### src/rtl/dmem_block_mover_pkg.sv
// Shared definitions for the data-memory block mover.
// Holds the FSM state encoding, the command mode constants and the memory depth.
package dmem_block_mover_pkg;

  localparam int MEM_DEPTH = 128;

  localparam logic MODE_COPY = 1'b0;
  localparam logic MODE_FILL = 1'b1;

  typedef enum logic [1:0] {
    ST_IDLE = 2'd0,
    ST_RD   = 2'd1,
    ST_WR   = 2'd2,
    ST_FIN  = 2'd3
  } moverState_t;

endpackage

### src/rtl/dmem_block_mover_addr_seq.sv
// dmem_addr_seq: word-index sequencer for one side (source or destination)
// of a block move.
//   clk, rst_n : clock, async active-low reset (index clears to 0)
//   load       : take loadVal as the new index (has priority over step)
//   loadVal    : start index of the block
//   step       : advance the index by one word
//   down       : step direction, 1 = decrement
//   idxNext    : the index the register will hold after this edge
// Stepping wraps naturally modulo 2^ADDR_W.
module dmem_addr_seq
  import dmem_block_mover_pkg::*;
#(
  parameter int ADDR_W = 7
) (
  input  logic              clk,
  input  logic              rst_n,
  input  logic              load,
  input  logic [ADDR_W-1:0] loadVal,
  input  logic              step,
  input  logic              down,
  output logic [ADDR_W-1:0] idxNext
);

  logic [ADDR_W-1:0] idx;

  // The owner registers its memory address from idxNext so that the
  // address appears in the same cycle the new index becomes current.
  always_comb begin
    idxNext = idx;
    if (load) begin
      idxNext = loadVal;
    end else if (step) begin
      idxNext = down ? (idx - ADDR_W'(1)) : (idx + ADDR_W'(1));
    end
  end

  always_ff @(posedge clk or negedge rst_n) begin
    if (!rst_n) begin
      idx <= '0;
    end else begin
      idx <= idxNext;
    end
  end

endmodule

### src/rtl/dmem_block_mover.sv
// dmem_block_mover: bus initiator that copies (memmove semantics) or fills a
// block of the 128x32 data memory while the CPU is held off via busy.
//   clk, rst_n          : clock, async active-low reset
//   start               : command strobe, only looked at in IDLE
//   mode                : 0 = copy, 1 = fill
//   src_addr, dst_addr  : start word addresses (src ignored for fill)
//   length              : word count, 0..128 legal
//   fill_value          : word written in fill mode
//   mem_addr/_wdata     : registered memory address and write data
//   mem_write/_read     : registered memory enables (never both high)
//   mem_rdata           : combinational read data from the memory
//   busy, done, err     : status; done and err are one-cycle pulses
//
// state | meaning
// IDLE  | waiting for start; rejects length>128 with err
// RD    | read one source word, capture it into the buffer
// WR    | write one destination word, step indices, count down
// FIN   | enables off, done pulse, back to IDLE
//
// Every output is a register loaded with the value that belongs to the
// state being entered, so the outputs always match the current state.
module dmem_block_mover
  import dmem_block_mover_pkg::*;
#(
  parameter int ADDR_W = 7,
  parameter int DATA_W = 32
) (
  input  logic              clk,
  input  logic              rst_n,
  input  logic              start,
  input  logic              mode,
  input  logic [ADDR_W-1:0] src_addr,
  input  logic [ADDR_W-1:0] dst_addr,
  input  logic [7:0]        length,
  input  logic [DATA_W-1:0] fill_value,
  output logic [ADDR_W-1:0] mem_addr,
  output logic [DATA_W-1:0] mem_wdata,
  output logic              mem_write,
  output logic              mem_read,
  input  logic [DATA_W-1:0] mem_rdata,
  output logic              busy,
  output logic              done,
  output logic              err
);

  moverState_t state, stateNext;

  logic              modeQ, modeNext;
  logic              descQ, descNext;
  logic [DATA_W-1:0] fillQ, fillNext;
  logic [DATA_W-1:0] bufQ, bufNext;
  logic [7:0]        remQ, remNext;

  logic [ADDR_W-1:0] addrNext;
  logic [DATA_W-1:0] wdataNext;
  logic              writeNext, readNext, busyNext, doneNext, errNext;

  logic              seqLoad, seqStep;
  logic [ADDR_W-1:0] srcIdxNext, dstIdxNext;

  logic [ADDR_W-1:0] delta;
  logic [7:0]        lenM1;
  logic              descCmd;
  logic [ADDR_W-1:0] srcStart, dstStart;

  // A copy whose destination lies ahead of the source inside the block
  // would overwrite unread source words, so it runs from the top down.
  always_comb begin
    delta    = dst_addr - src_addr;
    lenM1    = length - 8'd1;
    descCmd  = (mode == MODE_COPY) && (delta != '0) && (16'(delta) < 16'(length));
    srcStart = descCmd ? (src_addr + ADDR_W'(lenM1)) : src_addr;
    dstStart = descCmd ? (dst_addr + ADDR_W'(lenM1)) : dst_addr;
  end

  dmem_addr_seq #(.ADDR_W(ADDR_W)) uSrcSeq (
    .clk     (clk),
    .rst_n   (rst_n),
    .load    (seqLoad),
    .loadVal (srcStart),
    .step    (seqStep),
    .down    (descQ),
    .idxNext (srcIdxNext)
  );

  dmem_addr_seq #(.ADDR_W(ADDR_W)) uDstSeq (
    .clk     (clk),
    .rst_n   (rst_n),
    .load    (seqLoad),
    .loadVal (dstStart),
    .step    (seqStep),
    .down    (descQ),
    .idxNext (dstIdxNext)
  );

  always_comb begin
    stateNext = state;
    modeNext  = modeQ;
    descNext  = descQ;
    fillNext  = fillQ;
    bufNext   = bufQ;
    remNext   = remQ;
    seqLoad   = 1'b0;
    seqStep   = 1'b0;
    addrNext  = mem_addr;
    wdataNext = mem_wdata;
    writeNext = 1'b0;
    readNext  = 1'b0;
    busyNext  = 1'b0;
    doneNext  = 1'b0;
    errNext   = 1'b0;

    case (state)
      ST_IDLE: begin
        if (start) begin
          if (int'(length) > MEM_DEPTH) begin
            errNext = 1'b1;
          end else if (length == 8'd0) begin
            stateNext = ST_FIN;
          end else begin
            modeNext  = mode;
            descNext  = descCmd;
            fillNext  = fill_value;
            remNext   = length;
            seqLoad   = 1'b1;
            stateNext = (mode == MODE_COPY) ? ST_RD : ST_WR;
          end
        end
      end
      ST_RD: begin
        bufNext   = mem_rdata;
        stateNext = ST_WR;
      end
      ST_WR: begin
        seqStep = 1'b1;
        remNext = remQ - 8'd1;
        if (remQ == 8'd1) begin
          stateNext = ST_FIN;
        end else begin
          stateNext = (modeQ == MODE_COPY) ? ST_RD : ST_WR;
        end
      end
      ST_FIN: begin
        stateNext = ST_IDLE;
      end
      default: begin
        stateNext = ST_IDLE;
      end
    endcase

    // Outputs for the state being entered.
    case (stateNext)
      ST_RD: begin
        busyNext = 1'b1;
        readNext = 1'b1;
        addrNext = srcIdxNext;
      end
      ST_WR: begin
        busyNext  = 1'b1;
        writeNext = 1'b1;
        addrNext  = dstIdxNext;
        wdataNext = (modeNext == MODE_FILL) ? fillNext : bufNext;
      end
      ST_FIN: begin
        doneNext = 1'b1;
      end
      default: begin
        busyNext = 1'b0;
      end
    endcase
  end

  always_ff @(posedge clk or negedge rst_n) begin
    if (!rst_n) begin
      state     <= ST_IDLE;
      modeQ     <= MODE_COPY;
      descQ     <= 1'b0;
      fillQ     <= '0;
      bufQ      <= '0;
      remQ      <= '0;
      mem_addr  <= '0;
      mem_wdata <= '0;
      mem_write <= 1'b0;
      mem_read  <= 1'b0;
      busy      <= 1'b0;
      done      <= 1'b0;
      err       <= 1'b0;
    end else begin
      state     <= stateNext;
      modeQ     <= modeNext;
      descQ     <= descNext;
      fillQ     <= fillNext;
      bufQ      <= bufNext;
      remQ      <= remNext;
      mem_addr  <= addrNext;
      mem_wdata <= wdataNext;
      mem_write <= writeNext;
      mem_read  <= readNext;
      busy      <= busyNext;
      done      <= doneNext;
      err       <= errNext;
    end
  end

endmodule

### config.mk
export PLATFORM = sky130hd
export DESIGN_NAME = dmem_block_mover
export DESIGN_NICKNAME = d
export VERILOG_FILES = /design/src/rtl/dmem_block_mover_pkg.sv /design/src/rtl/dmem_block_mover_addr_seq.sv /design/src/rtl/dmem_block_mover.sv
export SDC_FILE = /design/constraint.sdc
export NUM_CORES = 1
export LEC_CHECK = 0
export BUFFER_PORTS_ARGS = -buffer_cell sky130_fd_sc_hd__buf_4
export CORE_MARGIN = 4
export CORE_UTILIZATION = 50
export DETAILED_ROUTE_END_ITERATION = 12
export PLACE_DENSITY = 0.8
export SKIP_CTS_REPAIR_TIMING = 1
export SLEW_MARGIN = 0
export SYNTH_ARGS = -nofsm -noshare
export SYNTH_HDL_FRONTEND = slang
export SYNTH_HIERARCHICAL = 1
export SYNTH_SLANG_ARGS = --single-unit
### constraint.sdc
create_clock -name clk -period 2.2 [get_ports clk]
set_input_delay 0.33 -clock clk [delete_from_list [all_inputs] [get_ports clk]]
set_output_delay 0.33 -clock clk [all_outputs]
set_load 0.05 [all_outputs]
Word level (Yosys, flattened, before mapping)
Index checks and enable logic that the tools add are counted.
W data, S select, Z words.
{ "op_classes": {"n_eq_ne": 10, "n_bitwise": 3, "reduce_logical": 10, "muxes": 42, "add_sub_neg": 9, "n_lt_le_gt_ge": 2} }
{ "op_table": {"columns": ["op", "count"], "rows": [
  ["$mux W32", 6],
  ["$mux W7", 8],
  ["$mux W8", 3],
  ["$sub A7 B1 Y7 const B", 3],
  ["$mux W1", 16],
  ["$pmux W8 S2", 1],
  ["$add A7 B1 Y7 const B", 2],
  ["$add A7 B7 Y7", 2],
  ["$pmux W7 S2", 1],
  ["$mux W2", 6],
  ["$eq A2 B2 Y1 const B", 4],
  ["$eq A8 B1 Y1 const B", 1],
  ["$gt A8 B8 Y1 const B", 1],
  ["$logic_not A8 Y1", 1],
  ["$lt A7 B8 Y1", 1],
  ["$pmux W2 S4", 1],
  ["$reduce_and A4 Y1", 2],
  ["$sub A8 B1 Y8 const B", 1],
  ["$reduce_bool A7 Y1", 1],
  ["$sub A7 B7 Y7", 1],
  ["$ne A2 B2 Y1 const B", 3],
  ["$eq A2 B1 Y1 const B", 2],
  ["$reduce_bool A2 Y1", 2],
  ["$not A1 Y1", 3],
  ["3 further kinds", 4]
]} }
{ "totals": {"register_bits": 134, "word_cells": 91, "output_inout_bits": 44, "input_bits": 90} }

Logic depth before layout (Yosys ltp)
{ "logic_depth": {"ltp_word": 8, "depth_mapped": 20, "mapped_depth_nobuf": 19} }

By module
The synthesis kept the hierarchy.
{ "modules_own_cells": {"columns": ["mod", "cells_each", "n_inst", "area_per_inst_um2"], "rows": [
  ["dmem_block_mover", 580, 1, 6576.3],
  ["dmem_addr_seq", 66, 2, 624.3]
]} }

Least setup slack after synthesis
OpenSTA, ideal clock, no wires.
{ "synth_timing": {"kind": "in2reg", "from": "in dst_addr[0]", "to": "reg mem_addr[1]", "arrival_time_ps": 3636, "setup_ps": 127, "n_path_buf": 1, "path_slack_ps": -1564, "stages": 19, "cell_sequence": "inv_1 -> ha_1 -> inv_1 -> fa_1 -> a211oi_1 -> o31ai_1 -> a21oi_1 -> xnor2_1 -> inv_1 -> ha_1 -> nor2b_1 -> o2111ai_1 -> nand3_1 -> a21oi_1 -> buf_2 -> mux2_1 -> mux2_2 -> mux2i_1 -> o21ai_0"} }
{ "synth_between": {"elab_chain_len": 7, "word_cells_on_any_way": 11, "classes_between": "2 x add/sub; 1 x order compare; 5 x mux; 3 x reduce/logical"} }
{ "synth_lines": {"columns": ["item", "line", "rtl"], "rows": [
  ["start, declared", "dmem_block_mover.sv:33", "input logic [ADDR_W-1:0] dst_addr,"],
  ["branches (longest 4 deep; another with $lt A7 B8 Y1)", null, null],
  ["$mux W7 *", "dmem_block_mover.sv:73", "dstStart = descCmd ? (dst_addr + ADDR_W'(lenM1)) : dst_addr;"],
  ["net dstStart[1]", "dmem_block_mover.sv:64", "logic [ADDR_W-1:0] srcStart, dstStart;"],
  ["$mux W7 *", "dmem_block_mover_addr_seq.sv:30", "if (load) begin"],
  ["net dstIdxNext[1]", "dmem_block_mover.sv:59", "logic [ADDR_W-1:0] srcIdxNext, dstIdxNext;"],
  ["$pmux W7 S2 *", "dmem_block_mover.sv:152", "case (stateNext)"],
  ["end signal, assigned", "dmem_block_mover.sv:195", "mem_addr <= addrNext;"],
  ["end, declared", "dmem_block_mover.sv:36", "output logic [ADDR_W-1:0] mem_addr,"]
]} }
Mark *: on every way through the listed nets, which the timed path passes.
A chain may end at the register's enable or synchronous reset.

Worst setup path in the final report
Ends and elaborated chain as after synthesis.

==> results.py <==
metrics = {
    "timing": {
        "drv_slew": 0,
        "tightest_slew_ns": 0.628,
        "period_needed_ns": 3.21,
        "fmax_mhz": 311,
        "setup_viol": 42,
        "finalClockSkew_ns": 0.00674,
        "timing.final.crit_share_pct": 146,
        "max-slew-margin-rel_pct": 58.1,
        "hold_viol": 0,
        "finalWorstSetupSlack_ns": -1.01,
        "rsz0062_at_grt": "yes",
        "hold_slack_ns": 0.157,
    },
    "placement": {
        "placed_area_um2": 10100,
        "dp_slack_ns": -1.50,
        "dp_cells": 1150,
        "routabilityCongestion": 0.904,
        "port_buffers": 133,
        "dp_hpwl_um": 15300,
    },
    "job": {
        "max-cap-violations": 0,
    },
    "power": {
        "p_sw_mw": 8.06,
        "power.leakage_nw": 5.38,
        "comb_power_share_pct": 61.9,
        "seqPwrFrac_pct": 23.7,
        "p_clk_share_pct": 14.4,
        "p_sw_share_pct": 42.8,
        "power_density_nw_per_um2": 1650,
        "p_int_mw": 10.8,
        "ir_drop_v": 0.00100,
    },
    "final_layout": {
        "finalNetCount": 1120,
        "drive_above_1_share_pct": 51.0,
        "num_antenna_cells": 0,
        "final_cells": 1203,
        "final_common_cell": "buf_4",
        "fin_area_um2": 11400,
        "layout_common_cells": "241 x buf_4, 134 x dfrtp_1, 59 x mux2_2",
        "area_growth_syn_to_layout_pct": 46.2,
    },
    "setup_path": {
        "reg2reg_depth": 8,
        "worstPathMaxFanout": 5,
        "required_ns": 2.51,
        "r2r_start": "descQ$_DFFE_PN0P_",
        "worst_setup_path_end_kind": "flop",
        "r2r_end": "mem_addr[6]$_DFFE_PN0P_",
        "cp.arrival_ns": 3.52,
        "crit_path_start_kind": "input pin",
        "path_class": "input pin to flop",
        "ff2ff_setup_slack_ns": -0.33,
    },
    "die": {
        "die_w_um": 133,
        "boundaryPins": 134,
        "rows": 45,
        "start_util_pct": 51.3,
        "core_area_um2": 15300,
        "die_h_um": 133,
        "die_area_um2": 17700,
    },
    "outcome": {
        "status": "finished with violations",
        "violations": "negative setup slack",
    },
    "clocking": {
        "cts_root_buf": "clkbuf_16",
        "numCtsBuffers": 17,
        "clock_path_buffers": 2,
        "clk_latency_ns": 0.42,
        "clk_pin_slew_worst_paths_ns": 0.06,
        "cts_max_level": 4,
        "cts_tree": "built",
        "cts_sinks": 134,
    },
    "synthesis": {
        "ys.flop_type": "dfrtp_1",
        "syn-num-nets": 848,
        "synth_area_leaders": "dfrtp_1 43%, mux2_2 9.2%, ha_1 6.6%, nand3_2 5.1%, nand3_1 4.1%",
        "postSynthAreaPerCell_um2": 11.0,
        "synth-seq-area-share_pct": 42.9,
        "synth_top_area_share_pct": 42.9,
        "yosysUniqueCellTypes": 73,
        "ys_seq_elements": 134,
        "ys_async_sr_fraction_pct": 100,
        "synth_edf_count": 0,
        "yosys.area.top_type": "dfrtp_1",
        "synth.cell_area_um2": 7830,
        "yosysWarnings": 6,
        "netlist_instances": 712,
    },
    "global_route": {
        "overflow": 0,
        "antenna_found_initial": 0,
        "grtUsageTotal_pct": 23.4,
        "grt_max_degree": 67,
        "grt_pass1_vias": 6693,
        "grt_pass1_wl_um": 33000,
    },
    "route": {
        "vias": 6861,
        "wl_per_cell_um": 20.4,
        "drt-initial-drc-count": 428,
        "finalWirelength_um": 24500,
        "ant_nets": 0,
        "viasPerCell": 5.70,
        "first_pass_iters": 6,
        "drc": 0,
    },
    "min_path": {
        "holdPathStages": 2,
        "whs_endpoint": "fillQ[24]$_DFF_PN0_",
        "hold_class": "input pin to flop",
        "min_from": "fill_value[24]",
    },
}
-- worst max-delay path, cell delays in order --
cell	delay, ns
buf_12	0.11
inv_12	0.04
ha_4	0.11
inv_2	0.03
fa_2	0.35
a211oi_4	0.22
o31ai_1	0.10
a21oi_1	0.19
xnor2_1	0.17
inv_1	0.07
ha_1	0.27
nor2b_4	0.13
o2111ai_2	0.06
nand3_2	0.14
a21oi_4	0.20
clkbuf_16	0.18
mux2_4	0.30
mux2_4	0.27
mux2i_1	0.14
o21ai_1	0.07
-- state kept, by name, summed over array words and instances (netlist names) --
name         count
err              1
mem_addr         7
bufQ            32
remQ             8
done             1
uSrcSeq/idx      7
modeQ            1
descQ            1
mem_write        1
mem_read         1
mem_wdata       32
uDstSeq/idx      7
fillQ           32
state            2
busy             1
-- cell usage after synthesis, types with 11 or more instances --
cell,number
mux2_2,64
dfrtp_1,134
clkbuf_1,11
nand2_1,20
a211oi_1,11
nor2_1,25
o21ai_0,28
xnor2_1,15
inv_1,36
mux2i_1,14
nand2b_1,36
a21oi_1,28
nand3_1,64
ha_1,41
nand3_2,40
-- layout make-up --
cell class	instances	area (um2)
clock buffers	22	464
clock inverters	5	77.6
fillers	951	3820
inverters	41	193
multi-input cells	508	4590
flip-flops and latches	134	3350
well taps	211	264
repair buffers	280	2480
repair inverters	2	17.5
-- metal layers --
layer / vias to the layer above / wire [um] / GRT usage (%)
met5: - / 0 / 0
met4: 0 / 990 / 11.0
met3: 74 / 1490 / 5.55
met2: 285 / 12200 / 38.0
met1: 3393 / 9840 / 29.7
li1: 3109 / - / -
-- cell families after synthesis --
logic type      synth area share (%)
buf+inv                         4.29
xor+xnor                        2.57
simple gates                    18.5
compound gates                  10.2
flops                           42.9
mux                             13.5
fa+ha+maj                       8.09
-- stage by stage --
| step | total power, mW | utilization, % | setup TNS [ns] |
|---|---|---|---|
| after floorplan | 10.9 | - | -23.71 |
| after detailed placement | 13.7 | 66.0 | -56.00 |
| final | 18.8 | 75.0 | -18.37 |
| after global routing | 19.8 | 75.0 | -23.75 |
| after CTS | 16.5 | 69.5 | -20.84 |
| after global placement | 13.4 | 66.0 | -53.46 |
-- worst max path at each step --
stage	from	to	slack [ns]
4_1_cts	dst_addr[0]	mem_addr[6]$_DFFE_PN0P_	-1.09
3_3_place_gp	dst_addr[0]	mem_addr[1]$_DFFE_PN0P_	-1.41
5_1_grt	dst_addr[0]	mem_addr[4]$_DFFE_PN0P_	-1.19
6_report	dst_addr[0]	mem_addr[1]$_DFFE_PN0P_	-1.01
2_1_floorplan	dst_addr[0]	mem_addr[1]$_DFFE_PN0P_	-1.28
3_5_place_dp	dst_addr[0]	mem_addr[1]$_DFFE_PN0P_	-1.50
-- power groups by stage --
stage / Combinational [mW] / Clock, mW / Sequential [mW]
2_1_floorplan: 5.36 / 0 / 5.52
3_3_place_gp: 9.16 / 0 / 4.29
3_5_place_dp: 9.37 / 0 / 4.34
4_1_cts: 9.49 / 2.68 / 4.32
5_1_grt: 12.4 / 2.83 / 4.57
6_report: 11.7 / 2.71 / 4.47
No activity file was read; power rests on OpenSTA's default activity.
